--- src/rtl/instr_fetch.sv ---
// PC generator and fetch buffer in front of instr_rom: issues word addresses, buffers returned words.
// Optional IF_MISALIGN_CHK_EN: misaligned redirects inject one flagged NOP and halt issue until the next redirect.
module instr_fetch #(
  parameter int          ADDR_W     = 10,
  parameter logic [31:0] RESET_PC   = 32'h0000_0000,
  parameter int          FIFO_DEPTH = 3
) (
  input  logic              clk,
  input  logic              rst_n,
  output logic [ADDR_W-1:0] rom_addr,
  input  logic [31:0]       rom_instr,
  input  logic              redirect_valid,
  input  logic [31:0]       redirect_pc,
  output logic              if_valid,
  input  logic              if_ready,
  output logic [31:0]       if_instr,
  output logic [31:0]       if_pc
`ifdef IF_MISALIGN_CHK_EN
  ,output logic             if_misaligned
`endif
);

  localparam int               PTR_W     = (FIFO_DEPTH > 1) ? $clog2(FIFO_DEPTH) : 1;
  localparam int               CNT_W     = $clog2(FIFO_DEPTH + 1);
  localparam logic [CNT_W:0]   DEPTH_C   = (CNT_W+1)'(FIFO_DEPTH);
  localparam logic [PTR_W-1:0] LAST_PTR  = PTR_W'(FIFO_DEPTH - 1);
  localparam logic [31:0]      NOP_INSTR = 32'h0000_0013;

  logic [31:0]      pc_q, pc_d;
  logic             resp_v_q, resp_v_d;
  logic [31:0]      resp_pc_q, resp_pc_d;
  logic [CNT_W-1:0] count_q, count_d;
  logic [PTR_W-1:0] wr_ptr_q, wr_ptr_d;
  logic [PTR_W-1:0] rd_ptr_q, rd_ptr_d;
  logic [31:0]      mem_instr_q [FIFO_DEPTH];
  logic [31:0]      mem_pc_q    [FIFO_DEPTH];

  logic [CNT_W:0]   occ;
  logic             issue_en;
  logic             push;
  logic             pop;
  logic             mem_we;
  logic [31:0]      push_instr;

`ifdef IF_MISALIGN_CHK_EN
  logic             resp_mis_q, resp_mis_d;
  logic             lock_q, lock_d;
  logic             mem_mis_q [FIFO_DEPTH];
  logic             redirect_mis;
`else
  logic             unused_redirect_lsbs;
  assign unused_redirect_lsbs = ^redirect_pc[1:0];
`endif

  function automatic logic [PTR_W-1:0] ptr_inc(input logic [PTR_W-1:0] p);
    return (p == LAST_PTR) ? '0 : p + PTR_W'(1);
  endfunction

  assign rom_addr = pc_q[ADDR_W+1:2];
  assign if_valid = (count_q != '0);
  assign if_instr = mem_instr_q[rd_ptr_q];
  assign if_pc    = mem_pc_q[rd_ptr_q];
`ifdef IF_MISALIGN_CHK_EN
  assign if_misaligned = mem_mis_q[rd_ptr_q];
  assign redirect_mis  = (redirect_pc[1:0] != 2'b00);
  assign push_instr    = resp_mis_q ? NOP_INSTR : rom_instr;
`else
  assign push_instr    = rom_instr;
`endif

  // Occupancy counts the in-flight fetch so a returning word always has a free slot.
  always_comb begin
    occ      = {1'b0, count_q} + {{CNT_W{1'b0}}, resp_v_q};
    issue_en = (occ < DEPTH_C);
`ifdef IF_MISALIGN_CHK_EN
    if (lock_q) issue_en = 1'b0;
`endif
    push      = resp_v_q;
    pop       = if_valid && if_ready;
    mem_we    = push && !redirect_valid;
    pc_d      = pc_q;
    resp_v_d  = 1'b0;
    resp_pc_d = resp_pc_q;
    count_d   = count_q;
    wr_ptr_d  = wr_ptr_q;
    rd_ptr_d  = rd_ptr_q;
`ifdef IF_MISALIGN_CHK_EN
    resp_mis_d = 1'b0;
    lock_d     = lock_q;
`endif
    if (redirect_valid) begin
      pc_d     = {redirect_pc[31:2], 2'b00};
      count_d  = '0;
      wr_ptr_d = '0;
      rd_ptr_d = '0;
`ifdef IF_MISALIGN_CHK_EN
      lock_d     = redirect_mis;
      resp_v_d   = redirect_mis;
      resp_mis_d = redirect_mis;
      resp_pc_d  = redirect_pc;
`endif
    end else begin
      resp_v_d = issue_en;
      if (issue_en) begin
        pc_d      = pc_q + 32'd4;
        resp_pc_d = pc_q;
      end
      if (push) wr_ptr_d = ptr_inc(wr_ptr_q);
      if (pop)  rd_ptr_d = ptr_inc(rd_ptr_q);
      case ({push, pop})
        2'b10:   count_d = count_q + CNT_W'(1);
        2'b01:   count_d = count_q - CNT_W'(1);
        default: count_d = count_q;
      endcase
    end
  end

  always_ff @(posedge clk or negedge rst_n) begin
    if (!rst_n) begin
      pc_q      <= RESET_PC;
      resp_v_q  <= 1'b0;
      resp_pc_q <= '0;
      count_q   <= '0;
      wr_ptr_q  <= '0;
      rd_ptr_q  <= '0;
`ifdef IF_MISALIGN_CHK_EN
      resp_mis_q <= 1'b0;
      lock_q     <= 1'b0;
`endif
    end else begin
      pc_q      <= pc_d;
      resp_v_q  <= resp_v_d;
      resp_pc_q <= resp_pc_d;
      count_q   <= count_d;
      wr_ptr_q  <= wr_ptr_d;
      rd_ptr_q  <= rd_ptr_d;
`ifdef IF_MISALIGN_CHK_EN
      resp_mis_q <= resp_mis_d;
      lock_q     <= lock_d;
`endif
    end
  end

  always_ff @(posedge clk or negedge rst_n) begin
    if (!rst_n) begin
      for (int i = 0; i < FIFO_DEPTH; i++) begin
        mem_instr_q[i] <= '0;
        mem_pc_q[i]    <= '0;
`ifdef IF_MISALIGN_CHK_EN
        mem_mis_q[i]   <= 1'b0;
`endif
      end
    end else if (mem_we) begin
      mem_instr_q[wr_ptr_q] <= push_instr;
      mem_pc_q[wr_ptr_q]    <= resp_pc_q;
`ifdef IF_MISALIGN_CHK_EN
      mem_mis_q[wr_ptr_q]   <= resp_mis_q;
`endif
    end
  end

endmodule

--- config.mk ---
export PLATFORM = sky130hd
export DESIGN_NAME = instr_fetch
export DESIGN_NICKNAME = d
export VERILOG_FILES = /design/src/rtl/instr_fetch.sv
export SDC_FILE = /design/constraint.sdc
export NUM_CORES = 1
export LEC_CHECK = 0
export CAP_MARGIN = 15
export CORE_UTILIZATION = 45
export DETAILED_ROUTE_END_ITERATION = 7
export PLACE_DENSITY = 0.67
export SLEW_MARGIN = 10
export SYNTH_ARGS = -nofsm -noshare
export SYNTH_HDL_FRONTEND = slang
export SYNTH_SLANG_ARGS = --single-unit
--- constraint.sdc ---
create_clock -name clk -period 2.8 [get_ports clk]
set_input_delay 0.28 -clock clk [delete_from_list [all_inputs] [get_ports clk]]
set_output_delay 0.28 -clock clk [all_outputs]
set_load 0.01 [all_outputs]
* Word-level counts from Yosys, hierarchy flattened
Cells that the tools add are included.
** Word-level totals
- Bits in registers :: 263
- Bits of input ports :: 68
- Output and inout bits :: 75
** Operators by class
- Add/sub/neg operators :: 6
- $lt $le $gt $ge :: 4
- Equality and inequality tests :: 4
- Mux-type cells :: 21
- Bitwise logic cells :: 3
- Reduce and logical (&&, ||, !) cells :: 10
** Operators by type and width (count)
- two-way mux 32 bit :: 7
- bitwise mux 96 bit :: 2
- binary-select mux 32 bit (select 2 bit) :: 2
- demux 32 bit (select 2 bit) :: 1
- adder 32 x 3 -> 32 bit (second input constant) :: 1
- two-way mux 2 bit :: 7
- nonzero test 2 bit :: 4
- adder 2 x 1 -> 2 bit (second input constant) :: 3
- == test 2 bit (second input constant) :: 3
- greater-or-equal comparator 3 bit (second input constant) :: 2
- NOT 2 -> 3 bit :: 2
- one-hot mux 2 bit (2 select lines) :: 1
- adder 2 x 1 -> 3 bit :: 1
- logical AND 1 bit :: 3
- < comparator 3 x 1 -> 1 bit (second input constant) :: 1
- < comparator 3 x 2 -> 1 bit (second input constant) :: 1
- nonzero test 3 bit :: 1
- == test 2 x 1 -> 1 bit (second input constant) :: 1
- AND reduction 2 bit :: 1
- subtractor 2 x 1 -> 2 bit (second input constant) :: 1
- zero test 1 bit :: 1
- two-way mux 1 bit :: 1
- NOT 1 bit :: 1

* Longest topological paths before layout
- Word-level depth :: 6
- Gate-level depth with buffers :: 7
- Gate-level depth less buffers :: 6

* Least setup slack after synthesis
Ideal clock, no wire load.
- Path type :: register to register
- Start point :: reg count_q[0]
- End point :: reg pc_q[28]
- Arrival time :: 2.180 ns
- Required time :: 2.718 ns
- Slack :: 0.538 ns
- Cell stages (with the launch flop) :: 8
- Path buffers :: 1
- Cell sequence :: dfrtp_1 > ha_1 > ha_1 > a21oi_1 > clkbuf_1 > nand4_1 > or4_1 > a31oi_1
** Between the ends
- Longest elaborated chain between the ends :: 3
** RTL lines
- start: declaration :: RTL line 32 : logic [CNT_W-1:0] count_q, count_d;
- start signal: assignment :: RTL line 134 : count_q <= count_d;
- adder 2 x 1 -> 3 bit :: RTL line 73 : occ = {1'b0, count_q} + {{CNT_W{1'b0}}, resp_v_q};
- < comparator 3 x 2 -> 1 bit :: RTL line 74 : issue_en = (occ < DEPTH_C);
- nonzero test 2 bit (no source line)
- end signal: assignment :: RTL line 131 : pc_q <= pc_d;
- end: declaration :: RTL line 29 : logic [31:0] pc_q, pc_d;
No other way between the ends.
A chain may end at the register's enable or synchronous reset.

* Final worst setup path
- Start point :: reg rd_ptr_q[1]
- End point :: out if_instr[1]
** Between the ends
- Longest elaborated chain between the ends :: 4
** RTL lines
- start: declaration :: RTL line 34 : logic [PTR_W-1:0] rd_ptr_q, rd_ptr_d;
- start signal: assignment :: RTL line 136 : rd_ptr_q <= rd_ptr_d;
- NOT 2 -> 3 bit (not written as such) :: RTL line 61 : assign if_instr = mem_instr_q[rd_ptr_q];
- binary-select mux 32 bit (select 2 bit) :: RTL line 61
- two-way mux 32 bit (not written as such) (2 in series) :: RTL line 61
- end: declaration :: RTL line 16 : output logic [31:0] if_instr,
No other way between the ends. The select of a mux whose other input is x is not followed.

==> impl_metrics.env <==
export IMPL_status="finished clean"
export IMPL_yosys_area_top_type="dfrtp_1"
export IMPL_period_share_pct=94.8
export IMPL_path_max_fanout=26
export IMPL_synth_cells=928
export IMPL_core_um2=25100
export IMPL_cp_end_kind="output port"
export IMPL_synth_commonest_cells="253 x dfrtp_1, 212 x mux2_2, 92 x nand2_1"
export IMPL_htreeDepth=1
export IMPL_numPortBuffers=138
export IMPL_critPathBufInv=2
export IMPL_first_pass_iters=4
export IMPL_worst_path_stages=5
export IMPL_ys_top_cells_by_area="dfrtp_1 55%, mux2_2 21%, mux2i_1 5.7%, o21ai_0 3.4%, nand2_1 3.0%"
export IMPL_pre_cts_ws_ns=0.416
export IMPL_rsz0062_at_grt="false"
export IMPL_place_hpwl_um=15800
export IMPL_initial_core_util_pct=45.7
export IMPL_clk_pin_slew_ns=0.06
export IMPL_r2r_setup_slack_ns=0.38
export IMPL_detail_route_antenna_nets=0
export IMPL_r2r_end="pc_q[20]"
export IMPL_r2r_start="count_q[0]"
export IMPL_reg2regPathDepth=6
export IMPL_async_flop_share_pct=100
export IMPL_final_nets=1130
export IMPL_avgViaCountPerCell=5.46
export IMPL_worstMarginPinSlew_ns=0.650
export IMPL_dpl_cell_area_um2=13300
export IMPL_rows=58
export IMPL_synth_seq_cells=253
export IMPL_grt_pass1_vias=7699
export IMPL_required_ns=2.52
export IMPL_leakagePower_nw=5.76
export IMPL_cts_inserted_buffers=28
export IMPL_synth_top_area_share_pct=55.2
export IMPL_setup_slack_ns=0.147
export IMPL_synth_cell_types=38
export IMPL_clk_latency_ns=0.53
export IMPL_drtIter0Drc=397
export IMPL_p_per_area_nw_per_um2=851
export IMPL_wirelength_um=25100
export IMPL_design_power_total_mw=12.2
export IMPL_clk_root_buffer_cell="clkbuf_16"
export IMPL_yosysWarnings=0
export IMPL_cts_sinks=253
export IMPL_ios=143
export IMPL_grt_antenna_before_repair=0
export IMPL_synth_edf_count=0
export IMPL_final_cell_area_um2=14300
export IMPL_endpoint="if_instr[1]"
export IMPL_grt_pass1_wl_um=41200
export IMPL_arrival_ns=2.37
export IMPL_synth_seq_area_share_pct=55.2
export IMPL_drive_gt1_share_pct=28.1
export IMPL_syn_area_per_cell_um2=12.4
export IMPL_critPathKind="flip-flop to output port"
export IMPL_irDropWorstVdd_v=0.000542
export IMPL_fin_tns_setup_ns=0
export IMPL_slowest_delay_ns=0.57
export IMPL_maxSlewViolCount=0
export IMPL_netlist_area_um2=11500
export IMPL_wl_per_cell_um=17.8
export IMPL_slowest_stage="clkdlybuf4s50_1"
export IMPL_crit_chain="nor2b_4 -> bufbuf_16 -> nand2_1 -> o21ai_0 -> clkdlybuf4s50_1"
export IMPL_dominantRegCellSynth="dfrtp_1"
export IMPL_grt_ovfl_total=0
export IMPL_die_w_um=162
export IMPL_fill_cells=2124
export IMPL_grt_total_usage_pct=19.7
export IMPL_startpoint_type="flip-flop"
export IMPL_cp_top_family="buffers and inverters"
export IMPL_diodes=0
export IMPL_die_y_um=162
export IMPL_routabilityCongestion=0.788
export IMPL_vias=7698
export IMPL_synth_most_common_cell="dfrtp_1"
export IMPL_cap_viol_max_count=0
export IMPL_seq_area_um2=6340
export IMPL_max_clock_freq_mhz=377
export IMPL_hold_violations=0
export IMPL_multi_input_area_um2=4830
export IMPL_hold_class="input port to asynchronous set/reset pin"
export IMPL_crit_path_start="rd_ptr_q[1]"
export IMPL_clockBufferDepth=3
export IMPL_finalSetupViolations=0
export IMPL_syn2layout_area_growth_pct=24.7
export IMPL_post_route_drc_count=0
export IMPL_grt_max_degree=80
export IMPL_relSlewSlack_pct=56.6
export IMPL_die_area_um2=26200
export IMPL_cts_tree="built"
export IMPL_skew_ns=0.0117
export IMPL_fin_crit_ns=2.65
layout make-up:
| type | instances | area share, % |
|---|---|---|
| clock buffers | 43 | 6.13 |
| well taps | 330 | 2.88 |
| repair buffers | 171 | 12.4 |
| inverters | 2 | 0.0524 |
| multi-input cells | 603 | 33.7 |
| flip-flops and latches | 253 | 44.3 |
| clock inverters | 7 | 0.594 |
per-layer routing:
layer / routed length [µm] / global-route usage [%]
met5: 0 / 0
met3: 1070 / 2.63
met4: 282 / 4.03
met2: 12000 / 32.1
met1: 11800 / 28.2
state kept, by name, summed over array words and instances, names as in the netlist:
signal       flops
resp_pc_q       30
mem_instr_q     96
push             1
pc_q            30
wr_ptr_q         2
rd_ptr_q         2
mem_pc_q        90
count_q          2
worst register-to-register path: stages (launching register included):
cell     delay (ns)
dfrtp_1        0.44
ha_1           0.23
ha_1           0.30
a21oi_1        0.20
nand3_1        0.37
or4_1          0.62
a31oi_1        0.18
timing repair:
| item | CTS | global route |
|---|---|---|
| gates resized for setup | 0 | 0 |
| pin swaps | 0 | 0 |
| gates cloned | 1 | 0 |
| buffers inserted | 1 | 3 |
| endpoints found under the setup margin | 29 | 23 |
| hold buffers | 1 | 0 |
| endpoints found under the hold margin | 74 | 0 |
cells in the final DEF, fill, tap and decap left out, drive strengths merged:
master	synthesis	layout
nor2	25	25
nand4	12	12
nand3	15	15
and4	5	5
and3	7	7
mux2i	65	65
buf	32	32
bufinv	0	2
or2	3	3
dfrtp	253	253
nand2	92	92
a31oi	17	17
a2111oi	1	1
xor2	5	5
clkbuf	39	43
clkdlybuf4s50	0	137
and4b	1	1
xnor2	5	5
a21oi	4	4
clkinv	0	5
nor3	3	3
bufbuf	0	1
nor2b	2	2
or3	2	2
nor4	2	2
ha	3	3
a21o	1	1
o311ai	5	5
nor3b	2	2
or4	15	15
dlygate4sd3	0	1
and2	1	1
o21ai	77	77
o31ai	14	14
mux2	217	217
inv	2	2
conb	1	2
power by group:
group	internal [mW]	total, mW	leakage [nW]	switching [mW]
Sequential	4.82	5.50	3.06	0.682
Combinational	1.83	2.96	2.22	1.13
Clock	2.32	3.73	0.482	1.40
Total	8.97	12.2	5.76	3.22
per-stage QoR:
stage	util [%]	hold slack, ns	std cells
final	57.0	0.316	1409
after global routing	57.0	0.323	1409
after CTS	56.9	0.299	1406
after detailed placement	52.9	0.306	1353
after global placement	52.9	0.305	1353
after floorplan	-	-0.0156	929
worst min path at each step:
stage                      end  cells after the start  slack [ns]
5_1_grt                pc_q[3]                      3        0.32
2_1_floorplan       count_q[0]                      0       -0.02
3_5_place_dp   mem_instr_q[40]                      1        0.31
6_report       mem_instr_q[40]                      2        0.32
3_3_place_gp   mem_instr_q[40]                      1        0.30
4_1_cts                pc_q[3]                      3        0.30
kinds of logic after synthesis:
kind of cell / Yosys count / share of synthesized area [%]
adders and majority gates: 3 / 0.327
and+or+nand+nor: 187 / 7.85
other: 1 / 0.0327
xor gates and xnor gates: 10 / 0.763
AOI/OAI and AO/OA: 119 / 5.90
DFF: 253 / 55.2
muxes: 282 / 27.0
buffers and inverters: 73 / 3.02
Note: power is estimated with default switching activity, not from simulation.
